**src/rtl/sm_bus_ctrl.sv**
```systemverilog
`default_nettype none
// ============================================================================
// Module      : sm_bus_ctrl
// Description : Snooping-bus controller that sits behind two MSI coherence
//               FSMs (P0, P1). It captures their request pulses, serialises
//               them onto one shared bus with round-robin arbitration, drives
//               fetch/invalidate to the remote FSM and sequences the memory
//               write-back and read phases.
// Ports       : clock          - single clock, all state on posedge
//               reset_n        - asynchronous active-low reset
//               write_miss     - [i] writeMiss pulse from FSM i
//               read_miss      - [i] readMiss pulse from FSM i
//               write_back     - [i] writeBack pulse from FSM i
//               invalidate_req - [i] invalidateOut pulse from FSM i
//               state0/state1  - current MSI state of FSM 0 / FSM 1
//               fetch          - [j] one-cycle fetch pulse to FSM j
//               invalidate     - [j] one-cycle invalidateIn pulse to FSM j
//               mem_wr         - memory write-back in progress
//               mem_rd         - memory read in progress
//               busy           - transaction in flight
//               grant_id       - requester owning the current transaction
//               done           - [i] one-cycle completion pulse to requester i
//               protocol_err   - one-cycle pulse: both FSMs in M during snoop
// Revision    : 1.0 - initial release
// ============================================================================
module sm_bus_ctrl #(
  parameter int MEM_LAT = 4
) (
  input  logic       clock,
  input  logic       reset_n,
  input  logic [1:0] write_miss,
  input  logic [1:0] read_miss,
  input  logic [1:0] write_back,
  input  logic [1:0] invalidate_req,
  input  logic [1:0] state0,
  input  logic [1:0] state1,
  output logic [1:0] fetch,
  output logic [1:0] invalidate,
  output logic       mem_wr,
  output logic       mem_rd,
  output logic       busy,
  output logic       grant_id,
  output logic [1:0] done,
  output logic       protocol_err
);

  // Request word layout: {wm, rm, wb, inv}
  localparam int c_WM  = 3;
  localparam int c_RM  = 2;
  localparam int c_WB  = 1;
  localparam int c_INV = 0;

  localparam logic [1:0] c_ST_M = 2'b10;

  // Counter width kept at least 1 so MEM_LAT == 1 still elaborates.
  localparam int c_CNT_W = (MEM_LAT > 1) ? $clog2(MEM_LAT) : 1;
  localparam logic [c_CNT_W-1:0] c_LAST = c_CNT_W'(MEM_LAT - 1);

  typedef enum logic [2:0] {
    S_IDLE  = 3'd0,
    S_SNOOP = 3'd1,
    S_WB    = 3'd2,
    S_MEM   = 3'd3,
    S_DONE  = 3'd4
  } state_t;

  state_t r_state;
  state_t w_next;

  logic [1:0][3:0]     r_pend;
  logic                r_rr;
  logic                r_grant_id;
  logic                r_txn_rw;    // latched wm|rm of the granted word
  logic                r_txn_wb;    // latched wb of the granted word
  logic                r_rem_m;     // remote was in M when snooped
  logic [c_CNT_W-1:0]  r_cnt;

  logic [1:0] r_fetch;
  logic [1:0] r_invalidate;
  logic       r_mem_wr;
  logic       r_mem_rd;
  logic       r_busy;
  logic [1:0] r_done;
  logic       r_protocol_err;

  logic [1:0] w_elig;
  logic       w_grant;
  logic       w_gid;
  logic       w_rem_id;
  logic [3:0] w_word;
  logic [1:0] w_rem_state;
  logic [1:0] w_own_state;
  logic       w_rem_m;
  logic       w_own_m;
  logic       w_word_rw;
  logic [1:0] w_clr;
  logic       w_cnt_last;
  logic       w_cnt_load;

  logic [1:0] w_fetch_n;
  logic [1:0] w_inv_n;
  logic [1:0] w_done_n;
  logic       w_perr_n;

  // --------------------------------------------------------------------------
  // Arbitration: only in IDLE. On a tie the requester that was not granted
  // last wins; the pointer always tracks the most recent grant.
  // --------------------------------------------------------------------------
  assign w_elig[0]   = |r_pend[0];
  assign w_elig[1]   = |r_pend[1];
  assign w_grant     = (r_state == S_IDLE) && (|w_elig);
  assign w_gid       = (w_elig == 2'b11) ? ~r_rr : w_elig[1];
  assign w_rem_id    = ~w_gid;
  assign w_word      = w_gid ? r_pend[1] : r_pend[0];
  assign w_rem_state = w_gid ? state0 : state1;
  assign w_own_state = w_gid ? state1 : state0;
  assign w_rem_m     = (w_rem_state == c_ST_M);
  assign w_own_m     = (w_own_state == c_ST_M);
  assign w_word_rw   = w_word[c_WM] | w_word[c_RM];
  assign w_clr       = w_grant ? (w_gid ? 2'b10 : 2'b01) : 2'b00;
  assign w_cnt_last  = (r_cnt == c_LAST);

  // --------------------------------------------------------------------------
  // State register
  // --------------------------------------------------------------------------
  always_ff @(posedge clock or negedge reset_n) begin
    if (!reset_n) begin
      r_state <= S_IDLE;
    end else begin
      r_state <= w_next;
    end
  end

  // --------------------------------------------------------------------------
  // Next state and next-cycle output values. Outputs are registered, so the
  // values computed here appear during the cycle spent in w_next. The snoop
  // pulses are therefore computed on the grant edge from the word being
  // granted and the remote state seen at that edge.
  // --------------------------------------------------------------------------
  always_comb begin
    w_next    = r_state;
    w_fetch_n = 2'b00;
    w_inv_n   = 2'b00;
    w_done_n  = 2'b00;
    w_perr_n  = 1'b0;

    case (r_state)
      S_IDLE: begin
        if (w_grant) begin
          if (w_word_rw || w_word[c_INV]) begin
            w_next = S_SNOOP;
          end else begin
            w_next = S_WB;
          end
        end
      end
      S_SNOOP: begin
        if (r_txn_wb || (r_txn_rw && r_rem_m)) begin
          w_next = S_WB;
        end else if (r_txn_rw) begin
          w_next = S_MEM;
        end else begin
          w_next = S_DONE;
        end
      end
      S_WB: begin
        // A single write-back pass covers both own eviction and remote M data.
        if (w_cnt_last) begin
          w_next = r_txn_rw ? S_MEM : S_DONE;
        end
      end
      S_MEM: begin
        if (w_cnt_last) begin
          w_next = S_DONE;
        end
      end
      S_DONE: begin
        w_next = S_IDLE;
      end
      default: begin
        w_next = S_IDLE;
      end
    endcase

    if ((r_state == S_IDLE) && (w_next == S_SNOOP)) begin
      w_inv_n[w_rem_id]   = w_word[c_WM] | w_word[c_INV];
      w_fetch_n[w_rem_id] = w_word_rw & w_rem_m;
      w_perr_n            = w_own_m & w_rem_m;
    end

    if (w_next == S_DONE) begin
      w_done_n[r_grant_id] = 1'b1;
    end
  end

  // The latency counter restarts whenever WB or MEM is entered.
  assign w_cnt_load = ((w_next == S_WB)  && (r_state != S_WB)) ||
                      ((w_next == S_MEM) && (r_state != S_MEM));

  // --------------------------------------------------------------------------
  // Request capture, transaction latch, latency counter
  // --------------------------------------------------------------------------
  always_ff @(posedge clock or negedge reset_n) begin
    if (!reset_n) begin
      r_pend     <= '0;
      r_rr       <= 1'b0;
      r_grant_id <= 1'b0;
      r_txn_rw   <= 1'b0;
      r_txn_wb   <= 1'b0;
      r_rem_m    <= 1'b0;
      r_cnt      <= '0;
    end else begin
      // Clear on grant first, then OR in any pulse arriving on the same edge.
      for (int i = 0; i < 2; i++) begin
        r_pend[i] <= (w_clr[i] ? 4'b0000 : r_pend[i]) |
                     {write_miss[i], read_miss[i], write_back[i], invalidate_req[i]};
      end

      if (w_grant) begin
        r_grant_id <= w_gid;
        r_rr       <= w_gid;
        r_txn_rw   <= w_word_rw;
        r_txn_wb   <= w_word[c_WB];
        r_rem_m    <= w_rem_m;
      end

      if (w_cnt_load) begin
        r_cnt <= '0;
      end else if ((r_state == S_WB) || (r_state == S_MEM)) begin
        r_cnt <= r_cnt + c_CNT_W'(1);
      end
    end
  end

  // --------------------------------------------------------------------------
  // Registered outputs
  // --------------------------------------------------------------------------
  always_ff @(posedge clock or negedge reset_n) begin
    if (!reset_n) begin
      r_fetch        <= 2'b00;
      r_invalidate   <= 2'b00;
      r_mem_wr       <= 1'b0;
      r_mem_rd       <= 1'b0;
      r_busy         <= 1'b0;
      r_done         <= 2'b00;
      r_protocol_err <= 1'b0;
    end else begin
      r_fetch        <= w_fetch_n;
      r_invalidate   <= w_inv_n;
      r_mem_wr       <= (w_next == S_WB);
      r_mem_rd       <= (w_next == S_MEM);
      r_busy         <= (w_next != S_IDLE);
      r_done         <= w_done_n;
      r_protocol_err <= w_perr_n;
    end
  end

  assign fetch        = r_fetch;
  assign invalidate   = r_invalidate;
  assign mem_wr       = r_mem_wr;
  assign mem_rd       = r_mem_rd;
  assign busy         = r_busy;
  assign grant_id     = r_grant_id;
  assign done         = r_done;
  assign protocol_err = r_protocol_err;

endmodule
`default_nettype wire
```
**config.mk**
```make
export PLATFORM = sky130hd
export DESIGN_NAME = sm_bus_ctrl
export DESIGN_NICKNAME = d
export VERILOG_FILES = /design/src/rtl/sm_bus_ctrl.sv
export SDC_FILE = /design/constraint.sdc
export NUM_CORES = 1
export LEC_CHECK = 0
export BUFFER_PORTS_ARGS = -buffer_cell sky130_fd_sc_hd__buf_2
export CORE_MARGIN = 4
export CORE_UTILIZATION = 30
export DETAILED_ROUTE_END_ITERATION = 12
export PLACE_DENSITY_LB_ADDON = 0.15
export SYNTH_ARGS = -nofsm -noshare
export SYNTH_HDL_FRONTEND = slang
export SYNTH_SLANG_ARGS = --single-unit
export TNS_END_PERCENT = 20
```
**constraint.sdc**
```tcl
create_clock -name clock -period 1.9 [get_ports clock]
set_clock_uncertainty 0.05 [all_clocks]
set_input_delay 0.19 -clock clock [delete_from_list [all_inputs] [get_ports clock]]
set_output_delay 0.19 -clock clock [all_outputs]
set_load 0.02 [all_outputs]
```
==> metrics.txt, run 1 <==
Pins Over Slew Limit=0; root buf cell=clkbuf_8; WHS Path Cells=2; Via density=4.862; Die Ht=71.51 um; Least-Margin Pin Slew=0.5927 ns; nature of the critical path startpoint=flip-flop; Final Core Density=0.3862; adder-cell share of the synthesized area=0.01034; sequential cell area fraction in the yosys report=0.5584; GRT Util Overall=0.1074; register area=675.6 um^2; Site Rows=22; number of port buffers=24; yosys warns=0; Initial Util=0.3208; die width=about 70 um; Simple-Gate Fraction of Synth Area=0.1954; status=finished clean; post-synth cell types=32; Resize count post-CTS=0; Crit Path Class=reg -> reg; non-filler cells, final=189; PwrDens=1473 nW/um^2; IO Count=25; number of global-route vias before repair=973; largest family of logic cells by synthesized area=compound AO/OA/AOI/OAI gates; fin crit period=1.760 ns; commonest non-fill, non-tap cells in the layout=dfrtp_1, buf_2, nor2_1; layout cells sized above 1=0.2553; MaxCap Viol Count=0; first drt pass iteration count=4; CTS sink cnt=27; DP Worst Slack=0.1465 ns; R2R cell count=4; DRC viols=0; Hold Fails Final Rpt=0; Rel. slew slack=0.6049; max frequency=about 0.57 GHz; Routed WL per cell=13.27 um; H-tree depth=1; Clk Latency, worst-skew pair=0.28 ns; area of the multi-input gates=503.0 um^2; via count=919; routability cong.=0.7242; most common cell after layout, fill and taps aside=dfrtp_1; GR Overflow Total=0; worst endpoint required time=around 2 ns; Worst VDD drop=354.7 uV; Final period util=0.9261; total power=about 2.1 mW; final setup TNS=0 ns; Critical Path AT=1.87 ns; synthesized instance count=around 110; multiplexer share of the synthesized area=0; Setup crit end kind=flip-flop; final-report setup violation count=0; Clock Tree Buf Depth=2; largest net degree at the start of global routing=28; FF+latch count, synth=27; Iteration-0 DRC Markers=44; asr flop ratio synth=1.000; Placed Cells incl. Taps=184; Post-synth EDFFs=0; CTS tree=yes; first-pass GRT wire length=between 4000 and 5000 um; Detail Route Antenna Nets=0; initial antenna violation count=0; CTS Buf Count=3; Synth Net Count=126; antenna diode count=0; hpwl dp=1903 um; Fillers=approximately 360; Synth Area in XOR/XNOR=0; RSZ-0062 raised after global routing=false; Post-synth top flop=dfrtp_1; CORE AREA=3771 um^2; synthesized area=1210 um^2; Total Routed Length=2508 um; Hold/Removal Path Class=in -> reg; nets=157; die footprint=5113 um^2; post-synthesis area per instance=10.90 um^2; Worst Path Max Fanout=10; P&R area growth vs syn=20.37%; Pleak=0.6510 nW; clock slew at reported path FFs=about 0.10 ns; area fraction in compound gates after synthesis=0.2099; smallest setup slack after layout=between 0.1 and 0.15 ns
-- layer usage --
layer	GRT usage	vias to the layer above	wire length [um]
met4	0.04802	0	40
met3	0.01964	5	89
met1	0.1327	439	1094
met5	0	-	0
met2	0.1816	15	1284
li1	-	460	-
-- worst max-delay path, stage by stage (launching register included) --
cell     delay [ns]
dfrtp_1        0.45
nor4_4         0.32
nand2_1        0.11
and2_4         0.21
or4b_1         0.50
-- flip-flops by register name, indices dropped and copies added (netlist names) --
| register | flops |
|---|---|
| protocol_err | 1 |
| r_rem_m | 1 |
| r_cnt | 2 |
| grant_id | 1 |
| r_txn_wb | 1 |
| invalidate | 2 |
| done | 2 |
| mem_wr | 1 |
| r_txn_rw | 1 |
| busy | 1 |
| fetch | 2 |
| r_state | 3 |
| r_pend | 8 |
| mem_rd | 1 |
-- where the power goes --
group	total (mW)	switching [mW]	leakage, nW	internal [mW]
Clock	0.341	0.188	0.0261	0.154
Combinational	0.831	0.470	0.312	0.360
Sequential	0.973	0.201	0.313	0.772
-- stage by stage --
stage | area, um^2 | hold WS, ns
floorplan | 1210 | -0.1556
global placement | 1396 | 0.1820
detailed placement | 1396 | 0.1973
CTS | 1456 | 0.02429
global route | 1456 | 0.02457
finish | 1456 | 0.02744
-- repair_timing --
| action | in CTS | in global routing |
|---|---|---|
| hold endpoints to repair | 27 | 0 |
| hold buffers | 1 | 0 |
| buffers inserted | 0 | 0 |
-- synthesized netlist by cell type, drive strengths merged (3+ instances only) --
| cell | number | area, um^2 |
|---|---|---|
| nor2 | 10 | 37.54 |
| nand2 | 9 | 33.78 |
| a21o | 9 | 67.56 |
| o21ai | 5 | 25.02 |
| nand2b | 3 | 18.77 |
| a21oi | 7 | 35.03 |
| nor2b | 3 | 18.77 |
| nor3 | 4 | 20.02 |
| a211oi | 4 | 30.03 |
| and2 | 3 | 21.27 |
| inv | 4 | 15.01 |
| dfrtp | 27 | 675.7 |
| o211ai | 3 | 22.52 |
-- cells by family (layout without fill, tap and decap cells) --
| group | count (synthesis) | count (layout) |
|---|---|---|
| AND/OR/NAND/NOR | 41 | 41 |
| buffers and inverters | 6 | 36 |
| adder cells (fa/ha/maj) | 1 | 1 |
| flip-flops | 27 | 27 |
| AO/OA/AOI/OAI | 36 | 36 |
-- worst paths after layout --
path | from | end | slack [ns]
min reg2reg | r_cnt[1] | r_cnt[1] | 0.49
min | invalidate_req[1] | r_pend[4] | 0.03
max | r_pend[0] | busy | 0.14
max in group asynchronous | reset_n | r_pend[3] | 1.01
min in group asynchronous | reset_n | done[1] | 0.38
max reg2reg | r_pend[0] | busy | 0.14
-- area by class of cell --
type	count	area share
tap	48	0.04124
sequential	27	0.4639
inverter	4	0.01031
multi-input combinational	78	0.3454
timing repair buffer	28	0.1048
clock inverter	1	0.006014
clock buffer	3	0.02835
Power figures use the tool's default switching activity.
==> run 2, diff against run 1 <==
- BUFFER_PORTS_ARGS: -buffer_cell sky130_fd_sc_hd__buf_2 -> unset
- DONT_BUFFER_PORTS: unset -> 1
==> run 2 against run 1 <==
Against the previous run:
- register-to-register slack barely moved
- first-iteration DRC count rose by 73%
- via count fell by 4.2%
- die area did not move
- hold slack improved by 0.040 ns
- final cell count fell by 6.9%
- critical path type unchanged
- sequential share of layout area rose by 0.28 points
- critical path depth rose by 2
- maximum frequency fell by 0.63%
- largest power group unchanged
- non-clock buffer count fell by 13
==> metrics.txt, run 2 (synthesis gave the netlist of run 1 again) <==
Detail Route Antenna Nets=0; Comb pwr share=0.348; Worst VDD drop=673.4 uV; hold endpoint=protocol_err; Crit Path Class=reg -> reg; Hold/Removal Path Class=in -> reg; final-report setup violation count=0; PwrDens=1463 nW/um^2; Clk Latency, worst-skew pair=between 0.2 and 0.3 ns; number of port buffers=0; final setup TNS=0 ns; Rel. slew slack=0.8033; Pint=1.275 mW; Hold Startpoint=state0[0]; Finished Cell Area=1448 um^2; Psw=between 0.8 and 0.9 mW; Sw Share=0.3979; Largest regs=r_pend: 8 flops, r_state: 3 flops; DRC viols=0; R2R setup slack=between 0.1 and 0.15 ns; Largest Register=r_pend; r2r startpoint=r_cnt[0]; root buf cell=clkbuf_8; die footprint=slightly above 5000 um^2; H-tree depth=1; cell family with most CP delay=simple AND/OR/NAND/NOR gates; RSZ-0062 raised after global routing=false; Setup crit end kind=flip-flop; Critical-path top delay cell=or4b_1; P&R area growth vs syn=19.65%; DP Worst Slack=0.1278 ns; WHS Path Cells=3; Final Core Density=0.3839; antenna diode count=0; worst-path cell chain=ha_1, inv_1, nor2_1, o21ai_0, a21oi_1, or4b_1; Worst Path Max Fanout=5; clock slew at reported path FFs=~0.090 ns; worst endpoint required time=2.00 ns; Final period util=0.9320; setup repair bufs after CTS=0; Total Routed Length=2494 um; max frequency=0.5647 GHz; Pleak=0.5978 nW; smallest setup slack after layout=0.1293 ns; CP bufs+invs=1; Least-Margin Pin Slew=0.2951 ns; via count=880; nets=144; Via density=5.000; Hold Fails Final Rpt=0; Iteration-0 DRC Markers=76; fin crit period=1.771 ns; GRT Util Overall=0.1077; layout cells sized above 1=0.1172; status=finished clean; CTS Buf Count=3; clock power share=0.153; first-pass GRT wire length=4374 um; most common cell after layout, fill and taps aside=dfrtp_1; MaxCap Viol Count=0; Seq pwr share=0.498; Cell Area, Placed=roughly 1300 um^2; CORE AREA=3771 um^2; largest net degree at the start of global routing=28; commonest non-fill, non-tap cells in the layout=dfrtp_1, nor2_1, nand2_1, a21o_1, dlygate4sd3_1; hpwl dp=1850 um; worst r2r dst=busy; die width=71.51 um; number of global-route vias before repair=between 900 and 1000; nature of the critical path startpoint=flip-flop; CTS tree=yes; total power=2.118 mW; Critical Path AT=approximately 1.9 ns; R2R cell count=6; max incr delay on CP=0.47 ns; Initial Util=0.3208; max FFs per register=8; first drt pass iteration count=4; Die Ht=71.51 um; Pins Over Slew Limit=0; GR Overflow Total=0; Routed WL per cell=14.17 um; routability cong.=0.7390; Site Rows=22; IO Count=25; initial antenna violation count=0; Clock Tree Buf Depth=2; CTS sink cnt=27
run 2: cell count changes in the layout (fill, tap and decap cells not counted):
| cell | change |
|---|---|
| buf_2 | -24 |
| dlygate4sd3_1 | +8 |
| buf_4 | +2 |
| buf_12 | +1 |
| clkinv_2 | +1 |
| inv_6 | -1 |
run 2: worst max path at each step:
stage | from | to | slack [ns] | cells after the start
floorplan | r_pend[0] | busy | 0.17 | 5
CTS | r_cnt[0] | busy | 0.12 | 6
global route | r_cnt[0] | busy | 0.02 | 6
finish | r_cnt[0] | busy | 0.13 | 6
global placement | r_pend[1] | busy | 0.17 | 4
detailed placement | r_cnt[0] | busy | 0.13 | 6
run 2: metrics by stage:
step           hold slack (ns)  std cells
2_1_floorplan          -0.1556        111
3_3_place_gp           -0.1549        162
3_5_place_dp           -0.1547        162
4_1_cts                0.06136        176
5_1_grt                0.05158        176
6_report               0.06725        176
run 2: power groups by stage:
stage	clock network, mW	registers, mW	logic [mW]
5_1_grt	0.369	1.09	0.846
3_5_place_dp	0	1.07	0.713
4_1_cts	0.343	1.06	0.749
3_3_place_gp	0	1.07	0.710
6_report	0.325	1.06	0.738
2_1_floorplan	0	1.02	0.549
run 2: layer usage:
metal  share of wire  GRT usage  vias to the layer above
li1                -          -                      439
met1            0.45     0.1310                      427
met2            0.50     0.1847                       12
met3           0.038    0.03086                        2
met4          0.0092    0.03132                        0
met5               0          0                        -
run 2: worst reg2reg max path: stages, from the launching register on:
cell and delay (ns):
dfrtp_1 0.42, ha_1 0.26, inv_1 0.08, nor2_1 0.06
o21ai_0 0.17, a21oi_1 0.14, or4b_1 0.47
run 2: area by class of cell:
class	instances	area, um^2
Clock buffer	3	41.29
Clock inverter	1	5.005
Fill cell	366	2323
Inverter	4	15.01
Multi-Input combinational cell	78	503.0
Sequential cell	27	675.6
Tap cell	48	60.06
Timing Repair Buffer	15	147.6
run 2: repair_timing:
item | 4_1_cts | 5_1_grt
hold buffers | 10 | 0
endpoints found under the hold margin | 35 | 0
gates resized for setup | 0 | 0
==> run 3, diff against run 2 <==
--- a/constraint.sdc
+++ b/constraint.sdc
@@ -4,2 +4,2 @@
 set_output_delay 0.19 -clock clock [all_outputs]
-set_load 0.02 [all_outputs]
+set_load 0.05 [all_outputs]
==> run 3 against run 2 <==
Against the previous run:
- combinational power grew 4.5%
- critical path depth down 2
- final cell count stayed put
- total power is 7.3% higher
- utilization rose by 0.10 points
- sequential power grew 11%
- final area is 0.26% higher
- maximum frequency rose by 0.91%
- register-to-register slack better by 0.02 ns
==> metrics.txt, run 3 (synthesis gave the netlist of run 1 again) <==
Clock Tree Buf Depth=2; Critical-path top delay cell=or4b_1; die footprint=~5100 um^2; Iteration-0 DRC Markers=49; MaxCap Viol Count=0; GRT Util Overall=0.1070; Total Routed Length=2515 um; Worst Path Max Fanout=10; max FFs per register=8; CORE AREA=3771 um^2; setup repair bufs after CTS=0; clock slew at reported path FFs=roughly 0.1 ns; RSZ-0062 raised after global routing=false; worst-path cell chain=nor4_4, nand2_1, and2_4, or4b_1; root buf cell=clkbuf_8; Via density=5.091; R2R cell count=4; worst endpoint required time=2.00 ns; GR Overflow Total=0; smallest setup slack after layout=0.1453 ns; Finished Cell Area=about 1500 um^2; Pleak=0.5978 nW; Rel. slew slack=0.6970; max frequency=~0.57 GHz; Initial Util=0.3208; CTS sink cnt=27; R2R setup slack=0.15 ns; Pins Over Slew Limit=0; Final period util=0.9235; Hold Fails Final Rpt=0; Setup crit end kind=flip-flop; Routed WL per cell=14.29 um; Largest Register=r_pend; met3 wire length=119 um; WL met1=1097 um; final-report setup violation count=0; commonest non-fill, non-tap cells in the layout=dfrtp_1, nor2_1, nand2_1, a21o_1, dlygate4sd3_1; CTS tree=yes; Hold Startpoint=state1[1]; fin crit period=1.755 ns; layout cells sized above 1=0.1250; highest metal used=met4; Die Ht=71.51 um; P&R area growth vs syn=19.96%; first-pass GRT wire length=between 4000 and 5000 um; Clk Latency, worst-skew pair=between 0.2 and 0.3 ns; Least-Margin Pin Slew=0.4548 ns; PwrDens=1566 nW/um^2; DRC viols=0; antenna diode count=0; Hold/Removal Path Class=in -> reg; Critical Path AT=1.86 ns; DR WL met2=1280 um; Detail Route Antenna Nets=0; status=finished clean; total power=2.273 mW; nature of the critical path startpoint=flip-flop; nets=144; WHS Path Cells=2; H-tree depth=1; r2r startpoint=r_pend[1]; most common cell after layout, fill and taps aside=dfrtp_1; largest net degree at the start of global routing=28; via count=896; first drt pass iteration count=4; Crit Path Class=reg -> reg; Worst VDD drop=roughly 580 uV; hpwl dp=1924 um; worst r2r dst=busy; Site Rows=22; max incr delay on CP=roughly 0.50 ns; routability cong.=0.7387; IO Count=25; hold endpoint=protocol_err; CTS Buf Count=3; die width=71.51 um; final setup TNS=0 ns; Largest regs=r_pend: 8 flops, r_state: 3 flops; number of global-route vias before repair=947; number of port buffers=0; initial antenna violation count=0; Cell Area, Placed=1291 um^2; DP Worst Slack=0.1351 ns
run 3: cell types whose count changed in the layout (fill, tap and decap cells not counted):
| cell | previous run | this run |
|---|---|---|
| a21oi_1 | 7 | 6 |
| a21oi_2 | 0 | 1 |
| o21ai_0 | 5 | 4 |
| o21ai_1 | 0 | 1 |
run 3: timing repair:
item,in CTS,in global routing
endpoints found under the setup margin,0,1
hold buffers,10,0
hold endpoints to repair,35,0
resized for setup,0,2
run 3: critical path, delay by kind of cell (launching register included):
kind          cells  cell delay, ns
simple gates      4            1.11
flops             1            0.47
run 3: area by class of cell:
| class | count | area [um^2] |
|---|---|---|
| sequential | 27 | 675.6 |
| fill | 367 | 2320 |
| timing repair buffer | 15 | 147.6 |
| tap | 48 | 60.06 |
| multi-input combinational | 78 | 506.7 |
| clock buffer | 3 | 41.29 |
| inverter | 4 | 15.01 |
| clock inverter | 1 | 5.005 |
run 3: power by group:
part | switching [mW] | total, mW | internal, mW
registers | 0.408 | 1.18 | 0.770
logic | 0.414 | 0.771 | 0.358
clock network | 0.177 | 0.324 | 0.147
run 3: how the worst max path moves through the flow:
stage               startpoint        to  depth (start not counted)
floorplan             grant_id  r_cnt[1]                          5
global placement     r_pend[1]      busy                          4
detailed placement   r_pend[1]      busy                          4
CTS                   r_cnt[0]      busy                          6
global route          r_cnt[0]      busy                          5
finish               r_pend[1]      busy                          4
run 3: layer usage:
| metal | GRT usage | up-vias |
|---|---|---|
| met4 | 0.03132 | 0 |
| li1 | - | 436 |
| met3 | 0.03226 | 2 |
| met2 | 0.1888 | 18 |
| met1 | 0.1245 | 440 |
| met5 | 0 | - |
run 3: metrics by stage:
stage / util / hold slack (ns) / instances
after floorplan: - / -0.1556 / 111
after global placement: 0.3424 / -0.1549 / 162
after detailed placement: 0.3424 / -0.1545 / 162
after CTS: 0.3839 / 0.04852 / 176
after global routing: 0.3849 / 0.06410 / 176
final: 0.3849 / 0.05201 / 176
